**src/rtl/lgu_pkg.sv**
```systemverilog
// Shared types and the per-bit operator for the logic gate unit.
package lgu_pkg;

  typedef enum logic [2:0] {
    OP_AND  = 3'd0,
    OP_OR   = 3'd1,
    OP_NAND = 3'd2,
    OP_NOR  = 3'd3,
    OP_XOR  = 3'd4,
    OP_XNOR = 3'd5,
    OP_PASS = 3'd6,
    OP_NOT  = 3'd7
  } lgu_op_e;

  typedef enum logic {
    MODE_PAIR = 1'b0,
    MODE_FOLD = 1'b1
  } lgu_mode_e;

  typedef enum logic [1:0] {
    ST_IDLE = 2'd0,
    ST_ACC  = 2'd1,
    ST_OUT  = 2'd2
  } lgu_state_e;

  // Single-bit evaluation; every op is bitwise, so a word is just this per lane.
  function automatic logic lgu_apply(lgu_op_e op, logic a, logic b);
    logic r;
    r = 1'b0;
    case (op)
      OP_AND:  r = a & b;
      OP_OR:   r = a | b;
      OP_NAND: r = ~(a & b);
      OP_NOR:  r = ~(a | b);
      OP_XOR:  r = a ^ b;
      OP_XNOR: r = ~(a ^ b);
      OP_PASS: r = a;
      OP_NOT:  r = ~a;
      default: r = 1'b0;
    endcase
    return r;
  endfunction

endpackage

```
**src/rtl/lgu_op_core.sv**
```systemverilog
// Combinational WIDTH-bit evaluator: applies lgu_apply lane by lane.
module lgu_op_core
  import lgu_pkg::*;
#(
  parameter int WIDTH = 8
) (
  input  lgu_op_e          op,
  input  logic [WIDTH-1:0] a,
  input  logic [WIDTH-1:0] b,
  output logic [WIDTH-1:0] y
);

  always_comb begin
    y = '0;
    for (int i = 0; i < WIDTH; i++) begin
      y[i] = lgu_apply(op, a[i], b[i]);
    end
  end

endmodule

```
**src/rtl/logic_gate_unit.sv**
```systemverilog
// Registered WIDTH-bit logic unit with PAIR/FOLD modes and valid/ready on both sides.
// Optional result handshake counter enabled by defining LGU_PERF_CNT_EN.
module logic_gate_unit
  import lgu_pkg::*;
#(
  parameter int WIDTH = 8
`ifdef LGU_PERF_CNT_EN
  ,
  parameter int CNT_W = 16
`endif
) (
  input  logic             clk,
  input  logic             rst_n,
  input  logic             in_valid,
  output logic             in_ready,
  input  logic [WIDTH-1:0] in_a,
  input  logic [WIDTH-1:0] in_b,
  input  logic [2:0]       in_op,
  input  logic             in_mode,
  input  logic             in_last,
  output logic             out_valid,
  input  logic             out_ready,
  output logic [WIDTH-1:0] out_y,
  output logic             out_zero
`ifdef LGU_PERF_CNT_EN
  ,
  output logic [CNT_W-1:0] result_count
`endif
);

  lgu_state_e       state;
  lgu_op_e          op_reg;
  logic [WIDTH-1:0] acc;

  lgu_op_e          op_in;
  lgu_mode_e        mode_in;
  lgu_op_e          core_op;
  logic [WIDTH-1:0] core_a;
  logic [WIDTH-1:0] core_b;
  logic [WIDTH-1:0] core_y;
  logic             accept;

  assign op_in    = lgu_op_e'(in_op);
  assign mode_in  = lgu_mode_e'(in_mode);
  assign in_ready = (state != ST_OUT) | out_ready;
  assign accept   = in_valid & in_ready;

  // A fold's first beat passes through (or inverts for NOT); NOT never looks at acc.
  always_comb begin
    core_op = op_in;
    core_a  = in_a;
    core_b  = in_b;
    if (state == ST_ACC) begin
      core_op = op_reg;
      core_a  = (op_reg == OP_NOT) ? in_a : acc;
      core_b  = in_a;
    end else if (mode_in == MODE_FOLD) begin
      core_op = (op_in == OP_NOT) ? OP_NOT : OP_PASS;
      core_a  = in_a;
      core_b  = in_a;
    end
  end

  lgu_op_core #(.WIDTH(WIDTH)) u_core (
    .op (core_op),
    .a  (core_a),
    .b  (core_b),
    .y  (core_y)
  );

  always_ff @(posedge clk) begin
    if (!rst_n) begin
      state     <= ST_IDLE;
      out_valid <= 1'b0;
      out_y     <= '0;
      out_zero  <= 1'b1;
      acc       <= '0;
      op_reg    <= OP_AND;
    end else begin
      case (state)
        ST_ACC: begin
          if (in_valid) begin
            acc <= core_y;
            if (in_last) begin
              out_y     <= core_y;
              out_zero  <= ~|core_y;
              out_valid <= 1'b1;
              state     <= ST_OUT;
            end
          end
        end
        default: begin
          // OUT drains first; an accepted beat in the same cycle overrides below.
          if (state == ST_OUT && out_ready) begin
            out_valid <= 1'b0;
            state     <= ST_IDLE;
          end
          if (accept) begin
            if (mode_in == MODE_PAIR) begin
              out_y     <= core_y;
              out_zero  <= ~|core_y;
              out_valid <= 1'b1;
              state     <= ST_OUT;
            end else begin
              op_reg <= op_in;
              acc    <= in_a;
              if (in_last) begin
                out_y     <= core_y;
                out_zero  <= ~|core_y;
                out_valid <= 1'b1;
                state     <= ST_OUT;
              end else begin
                state <= ST_ACC;
              end
            end
          end
        end
      endcase
    end
  end

`ifdef LGU_PERF_CNT_EN
  always_ff @(posedge clk) begin
    if (!rst_n) begin
      result_count <= '0;
    end else if (out_valid && out_ready && (result_count != '1)) begin
      result_count <= result_count + 1'b1;
    end
  end
`endif

endmodule

```
**config.mk**
```make
export PLATFORM = sky130hd
export DESIGN_NAME = logic_gate_unit
export DESIGN_NICKNAME = d
export VERILOG_FILES = /design/src/rtl/lgu_pkg.sv /design/src/rtl/lgu_op_core.sv /design/src/rtl/logic_gate_unit.sv
export SDC_FILE = /design/constraint.sdc
export NUM_CORES = 1
export LEC_CHECK = 0
export CORE_ASPECT_RATIO = 1.1
export CORE_MARGIN = 1.5
export CORE_UTILIZATION = 25
export DETAILED_ROUTE_END_ITERATION = 7
export GPL_TIMING_DRIVEN = 0
export PLACE_DENSITY_LB_ADDON = 0.05
export SLEW_MARGIN = 20
export SYNTH_ARGS = -nofsm -noshare
export SYNTH_HDL_FRONTEND = slang
export SYNTH_SLANG_ARGS = --single-unit
```
**constraint.sdc**
```tcl
create_clock -name clk -period 5.5 [get_ports clk]
set_input_delay 1.1 -clock clk [delete_from_list [all_inputs] [get_ports clk]]
set_output_delay 1.1 -clock clk [all_outputs]
set_load 0.01 [all_outputs]
```
After elaboration in Yosys (flattened, before gate mapping). Cells that the tools add are included. W data, S select, Z words.

Eq/ne operators: 14. Bitwise operators: 59. Reduce and logical (&&, ||, !) cells: 12. Muxes and demuxes: 43.

Operator list (count): $mux W8 (13); $pmux W1 S8 (8); $not A1 Y1 (33); $eq A3 B3 Y1 const B (6); $mux W2 (7); $mux W1 (13); $and A1 B1 Y1 (9); $or A1 B1 Y1 (9); $reduce_and A3 Y1 (3); $reduce_or A8 Y1 (1); $xor A1 B1 Y1 (8); $eq A3 B2 Y1 const B (2); $mux W3 (2); $ne A2 B2 Y1 const B (3); $reduce_and A2 Y1 (2); $reduce_bool A2 Y1 (2); $eq A3 B1 Y1 const B (1); $logic_not A3 Y1 (1); $reduce_bool A3 Y1 (1); $eq A2 B1 Y1 const B (1); $eq A2 B2 Y1 const B (1); $logic_and A1 B1 Y1 (1); $logic_not A1 Y1 (1).

Bits in registers: 23. Input bits: 25. Logic and storage cells: 134. Output and inout port bits: 11.

Depth between registers and ports, before layout. Gate-level depths: netlist of run 1.

Depth in word-level cells: 12. Depth in mapped cells: 14. Mapped depth without buffers: 11.

By module. A second synthesis of run 1 with hierarchy kept.

Cells, all modules: 254. Area, all modules: 2059.5 um2.

Modules (own cells, without submodules): logic_gate_unit (cells each 155, area each 1340.0 um2, sequential area each 460.4 um2, times used 1); lgu_op_core (cells each 99, area each 719.4 um2, sequential area each 0.0 um2, times used 1).

Worst setup path after synthesis of run 1. OpenSTA, ideal clock, no wires.

Path kind: input-to-reg. Start point: in in_mode. End point: reg out_zero. Setup time: 0.095 ns. Buffers on the path: 1. Arrival time: 3.043 ns. Setup slack: 2.362 ns. Required time: 5.405 ns. Stages on the path: 10. Cell sequence: buf_2 nor2_4 mux2_2 ha_1 o211a_1 o221ai_1 o21ai_1 nor2_1 nand4_1 o311ai_1.

Longest elaborated chain between the ends: 11. Elaborated cells between the ends (all ways): 75. Those cells by class: 7 x eq/ne; 17 x mux; 48 x bitwise; 3 x reduce/logical.

Ends and longest elaborated chain: start: declaration (line logic_gate_unit.sv:19) `input logic in_mode,`; $mux W8 (line logic_gate_unit.sv:57) `end else if (mode_in == MODE_FOLD) begin`; $mux W8 (line logic_gate_unit.sv:53) `if (state == ST_ACC) begin`; $xor A1 B1 Y1 (tied with other cells) (line lgu_pkg.sv:35, lgu_pkg.sv:36); $not A1 Y1, on equally long branches (line lgu_pkg.sv:36, lgu_pkg.sv:33, lgu_pkg.sv:34); $pmux W1 S8 (line lgu_pkg.sv:30) `case (op)`; $reduce_or A8 Y1 (line logic_gate_unit.sv:86, logic_gate_unit.sv:101, logic_gate_unit.sv:109); $logic_not A1 Y1 (line logic_gate_unit.sv:86, logic_gate_unit.sv:101, logic_gate_unit.sv:109); $mux W1 (line logic_gate_unit.sv:84, logic_gate_unit.sv:107); $mux W1 (line logic_gate_unit.sv:99) `if (mode_in == MODE_PAIR) begin`; $mux W1 (line logic_gate_unit.sv:98) `if (accept) begin`; $mux W1 (*) (line logic_gate_unit.sv:80) `case (state)`; end signal: assignment (line logic_gate_unit.sv:86) `out_zero <= ~|core_y;`; end signal: assignment (line logic_gate_unit.sv:101) `out_zero <= ~|core_y;`; end signal: assignment (line logic_gate_unit.sv:109) `out_zero <= ~|core_y;`; end: declaration (line logic_gate_unit.sv:24) `output logic out_zero`.

Every way passes the cells marked *; elsewhere a longest branch is shown, timed or not. The select of a mux whose other input is x is not followed. A chain may end at the register's enable or synchronous reset.

Worst setup path in the final report of run 1.
Start point: in in_mode. End point: reg acc[4].

Longest elaborated chain between the ends: 7. Elaborated cells between the ends (all ways): 23. Those cells by class: 7 x eq/ne; 7 x mux; 6 x bitwise; 3 x reduce/logical.

Ends and longest elaborated chain: $mux W8 (line logic_gate_unit.sv:57); $mux W8 (line logic_gate_unit.sv:53); $xor A1 B1 Y1 (tied with other cells) (line lgu_pkg.sv:35, lgu_pkg.sv:36); $not A1 Y1, on equally long branches (line lgu_pkg.sv:36, lgu_pkg.sv:33, lgu_pkg.sv:34); $pmux W1 S8 (line lgu_pkg.sv:30); $mux W8 (line logic_gate_unit.sv:82) `if (in_valid) begin`; $mux W8 (line logic_gate_unit.sv:80); end signal: assignment (line logic_gate_unit.sv:83) `acc <= core_y;`; end signal: assignment (line logic_gate_unit.sv:106) `acc <= in_a;`; end: declaration (line logic_gate_unit.sv:33) `logic [WIDTH-1:0] acc;`.

Parallel ways exist; a longest one is shown, timed or not. The select of a mux whose other input is x is not followed.

==> impl_metrics.tcl, run 1 <==
set metrics [dict create \
    status "completed" \
    async_flop_share 0 \
    cts_tree "yes" \
    viasPerCell 5.41 \
    dp_slack_ps 1300 \
    cp_data_arrival_time_ps 4120 \
    drtAntennaViolNets 0 \
    clock.fmax_mhz 255 \
    root_buffer "clkbuf_8" \
    place.gp.congestion 0.802 \
    cts_hold_buf 0 \
    area_growth_pct 24.3 \
    worstSkewPairLatency_ps 260 \
    finalHoldViolCount 0 \
    timing.final.crit_share 0.712 \
    first_iter_violations 164 \
    die_area_um2 9370 \
    post-route-util 0.323 \
    worstPathRequired_ps 5700 \
    rsz0062_at_grt "no" \
    grt.overflow.total 0 \
    worst_pin_slew_ps 691 \
    fin_cells 446 \
    yosysSeqAreaShare 0.209 \
    end_kind "flip-flop" \
    criticalPathCategory "in2reg" \
    die_x_um 92.4 \
    critical_path.startpoint "in_mode" \
    cp-start-kind "input pin" \
    syn-num-nets 330 \
    worstHoldStart "acc[0]" \
    post_cts_buffers 0 \
    final_max_slew_viol_count 0 \
    wirelength_mm 8.01 \
    ys_warn_count 0 \
    cts_resized 0 \
    ir_drop_mv 0.0979 \
    drc 0 \
    synth_edf_count 0 \
    track_usage 0.171 \
    nets 370 \
    relSlewSlack 0.535 \
    grt_max_degree 13 \
    min-delay-path-class "reg2reg" \
    placedCellCount 442 \
    ys_types 62 \
    synthCells 296 \
    drive_gt1_frac 0.0985 \
    ys_ff_latch 23 \
    setup_violations 0 \
    grt_pass1_vias 2255 \
    vias 2412 \
    grt_pass1_wl_mm 12.5 \
    drt-pass1-iter-count 4 \
    boundaryPins 36 \
    core-area_um2 8450 \
    syn_avg_cell_area_um2 7.43 \
    power_mw 0.545 \
    start_util 0.260 \
    clock_skew_ps 3.34 \
    die_h_um 101 \
    max_cap_violations 0 \
    cts_buffers 3 \
    fp-row-count 35 \
    wl_per_cell_um 18.0 \
    cts_buffer_depth 2 \
    antenna_found_initial 0 \
    final.setup.tns_ps 0 \
    worst_slack_ps 1580 \
    p_per_area_nw_per_um2 199 \
    n_antenna_cell 0 \
    synthesis.area_um2 2200 \
    ys.flop_type "dfxtp_1" \
    r2r-start "state[0]" \
    path_max_fanout 10 \
    fin_crit_ps 3920 \
    place.port_buffers 35 \
    cts.clk_slew.worst_paths_ps 90 \
    leakagePower_nw 1.03 \
    dp_hpwl_mm 6.08 \
    htree_levels 1 \
    clock_sinks 23 \
]
[routing by layer]
metal  vias up  share of wire  track usage
met4         0         0.0095       0.0426
met2        64           0.47        0.275
met3         6          0.039       0.0218
met1      1155           0.48        0.242
met5         -              0            0
li1       1187              -            -
[logic make-up after synthesis]
family | Yosys count | synth area share
compound gates | 103 | 0.316
xor+xnor | 6 | 0.0239
fa+ha+maj | 9 | 0.0512
buf+inv | 30 | 0.0717
flops | 23 | 0.209
mux | 16 | 0.0762
simple gates | 109 | 0.252
[synthesized netlist by cell type (all sizes together), types with 2 or more instances]
| library cell | n | area share |
|---|---|---|
| a21oi | 26 | 0.059 |
| a32oi | 3 | 0.012 |
| nand2 | 23 | 0.039 |
| o211ai | 4 | 0.014 |
| clkbuf | 8 | 0.014 |
| nand2b | 3 | 0.012 |
| xnor2 | 6 | 0.024 |
| o211a | 2 | 0.0091 |
| buf | 14 | 0.044 |
| o21ai | 22 | 0.050 |
| a2bb2oi | 2 | 0.011 |
| dfxtp | 23 | 0.21 |
| o311ai | 2 | 0.0080 |
| mux2 | 6 | 0.031 |
| a221oi | 2 | 0.0080 |
| and3 | 5 | 0.016 |
| mux2i | 10 | 0.046 |
| a31oi | 7 | 0.023 |
| and2 | 4 | 0.011 |
| nor2b | 3 | 0.0085 |
| a21o | 4 | 0.014 |
| ha | 9 | 0.051 |
| a311oi | 5 | 0.020 |
| inv | 7 | 0.012 |
| o221ai | 4 | 0.016 |
| nor3b | 3 | 0.010 |
| nor3 | 7 | 0.018 |
| a211oi | 8 | 0.027 |
| or3 | 3 | 0.0085 |
| o31ai | 2 | 0.0068 |
| a21boi | 2 | 0.0068 |
| nor2 | 37 | 0.067 |
| a31o | 2 | 0.0080 |
| nand3 | 12 | 0.027 |
[critical path, stage by stage]
cell and delay [ps]:
clkdlybuf4s50_1 470, buf_2 240, nor2_4 360, mux2_2 380, ha_1 290, nor2_1 110
a311oi_1 50, o31ai_1 590, nor2_1 70, or3_1 320, a21boi_1 130
[cell usage in the layout (no fill, tap or decap), drive strengths merged, types with 3 or more instances in the layout]
cell	instances
nor2	37
nand2	23
a21o	4
a32oi	3
dfxtp	23
nor3b	3
clkbuf	12
and2	4
mux2i	10
clkdlybuf4s50	35
xnor2	6
a211oi	8
and3	5
inv	7
a21oi	26
o21ai	22
o221ai	4
nor2b	3
nand2b	3
nand3	12
ha	9
nor3	7
or3	3
a31oi	7
mux2	6
buf	14
o211ai	4
a311oi	5
[worst paths after layout]
check                end  slack (ps)  cells past startpoint
setup reg to reg  acc[4]        2430                     12
setup / recovery  acc[4]        1580                     11
hold reg to reg   acc[0]         460                      2
hold / removal    acc[0]         460                      2
[cell type report]
cell class / instances / area [um2]
inverters: 8 / 30.0
repair buffers: 35 / 350
clock buffers: 4 / 45.0
multi-input cells: 243 / 1580
plain buffers: 22 / 128
flip-flops and latches: 23 / 460
fillers: 916 / 5720
well taps: 111 / 139
[where the power goes]
part,internal [mW],total [mW],switching (mW)
combinational,0.108,0.248,0.140
sequential,0.180,0.188,0.00839
clock,0.0518,0.109,0.0572
[per-stage QoR]
stage | area, um2 | hold WS, ps
4_1_cts | 2730 | 465
5_1_grt | 2730 | 482
2_1_floorplan | 2200 | 431
3_5_place_dp | 2690 | 454
3_3_place_gp | 2690 | 443
6_report | 2730 | 462
(Power assumes the default switching activity.)
==> run 2, diff against run 1 <==
==> constraint.sdc (replaced) <==
create_clock -name clk -period 3.5 [get_ports clk]
set_input_delay 0.7 -clock clk [delete_from_list [all_inputs] [get_ports clk]]
set_output_delay 0.7 -clock clk [all_outputs]
set_load 0.01 [all_outputs]
==> run 2 against run 1 <==
Net effect: clock-buffer cell count unchanged; critical path depth unchanged; sequential share of layout area decreased by 0.20 points; routed wire length decreased by 0.47%; first-iteration DRC count decreased by 10%; cell count increased by 0.67%; setup slack got worse by 1400 ps; total power increased by 59%; via count increased by 0.50%; critical path type unchanged; critical endpoint is now out_zero; highest routed layer unchanged.
==> impl_metrics.tcl, run 2 (synthesized netlist as in run 1, its figures left out) <==
set metrics [dict create \
    cp_data_arrival_time_ps 3490 \
    finalHoldViolCount 0 \
    worst_slack_ps 182 \
    end_kind "flip-flop" \
    dp_hpwl_mm 6.08 \
    cp-start-kind "input pin" \
    drc 0 \
    first_iter_violations 147 \
    power_mw 0.864 \
    die_x_um 92.4 \
    area_growth_pct 25.8 \
    whs_ps 462 \
    final_cell_mix "nor2_1, clkdlybuf4s50_1, a21oi_1" \
    clock_sinks 23 \
    htree_levels 1 \
    r2r_end "out_zero" \
    leakagePower_nw 1.05 \
    setup_violations 0 \
    wl_per_cell_um 17.8 \
    start_util 0.260 \
    cts_buffer_depth 2 \
    cts_buffers 3 \
    n_antenna_cell 0 \
    rsz0062_at_grt "no" \
    status "completed" \
    drt-pass1-iter-count 4 \
    timing.final.crit_share 0.948 \
    die_area_um2 9370 \
    clock.fmax_mhz 301 \
    vias 2424 \
    clock_skew_ps 5.03 \
    grt_max_degree 13 \
    worst_pin_slew_ps 620 \
    max_cap_violations 0 \
    r2r_slack_ps 520 \
    path_max_fanout 10 \
    core-area_um2 8450 \
    p_per_area_nw_per_um2 312 \
    fill_cells 916 \
    nets 373 \
    worstHoldStart "acc[0]" \
    ir_drop_mv 0.154 \
    cts_tree "yes" \
    final_common_cell "nor2_1" \
    relSlewSlack 0.584 \
    place.port_buffers 35 \
    hold_path_end "acc[0]" \
    min-delay-path-class "reg2reg" \
    r2r-start "state[1]" \
    drtAntennaViolNets 0 \
    final.setup.tns_ps 0 \
    grt.overflow.total 0 \
    worstPathRequired_ps 3680 \
    drive_gt1_frac 0.112 \
    holdPathStages 2 \
    grt_pass1_vias 2255 \
    antenna_found_initial 0 \
    grt_pass1_wl_mm 12.5 \
    boundaryPins 36 \
    viasPerCell 5.40 \
    worstSkewPairLatency_ps 270 \
    fin_crit_ps 3320 \
    wirelength_mm 7.97 \
    root_buffer "clkbuf_8" \
    die_h_um 101 \
    dp_slack_ps -298 \
    fp-row-count 35 \
    final_max_slew_viol_count 0 \
    place.gp.congestion 0.802 \
    criticalPathCategory "in2reg" \
    reg2regPathDepth 13 \
    cts.clk_slew.worst_paths_ps 90 \
    track_usage 0.171 \
]
## run 2: changes by cell type in the layout (fill, tap and decap cells not counted)
cell	previous run	this run
buf_4	1	4
o31ai_1	2	0
o31ai_2	0	2
## run 2: repair_timing
| item | CTS | global route |
|---|---|---|
| endpoints found under the setup margin | 1 | 2 |
| hold buffers | 0 | 0 |
| pin swaps | 0 | 1 |
| resized for setup | 1 | 1 |
| buffers inserted | 0 | 3 |
## run 2: report_power, final
part	leakage [nW]	switching (mW)	internal, mW	total [mW]
combinational	0.837	0.222	0.174	0.396
clock	0.0228	0.0912	0.0814	0.173
sequential	0.189	0.0130	0.283	0.296
total	1.05	0.326	0.538	0.864
## run 2: final cells by class
class | instances | area (um2) | area share
inverters | 8 | 30.0 | 0.0109
clock buffers | 4 | 45.0 | 0.0163
multi-input cells | 243 | 1590 | 0.575
well taps | 111 | 139 | 0.0502
repair buffers | 38 | 373 | 0.135
plain buffers | 22 | 128 | 0.0461
flip-flops and latches | 23 | 460 | 0.166
## run 2: how the worst max path moves through the flow
stage	from	end	slack, ps	cells past startpoint
3_3_place_gp	in_mode	acc[4]	-290	11
5_1_grt	in_mode	out_zero	20	12
3_5_place_dp	in_mode	acc[4]	-300	11
4_1_cts	in_mode	acc[0]	10	11
6_report	in_mode	out_zero	180	11
2_1_floorplan	in_mode	out_zero	760	10
## run 2: stage by stage
| step | utilization | instance area, um2 | cells |
|---|---|---|---|
| floorplan | - | 2200 | 296 |
| global placement | 0.318 | 2690 | 442 |
| detailed placement | 0.318 | 2690 | 442 |
| CTS | 0.324 | 2740 | 446 |
| global route | 0.327 | 2770 | 449 |
| finish | 0.327 | 2770 | 449 |
## run 2: routing by layer
layer | vias to the layer above | GRT usage | wire (um)
li1 | 1193 | - | -
met1 | 1152 | 0.242 | 3770
met2 | 69 | 0.275 | 3650
met3 | 10 | 0.0218 | 420
met4 | 0 | 0.0426 | 133
met5 | - | 0 | 0
## run 2: worst max-delay path, cell delays in order
cell             delay [ps]
clkdlybuf4s50_1         470
buf_2                   250
nor2_4                  270
mux2_2                  380
ha_1                    310
o211a_1                 230
o221ai_1                170
o21ai_1                 200
nor2_1                  140
nand4_1                 100
o311ai_1                270
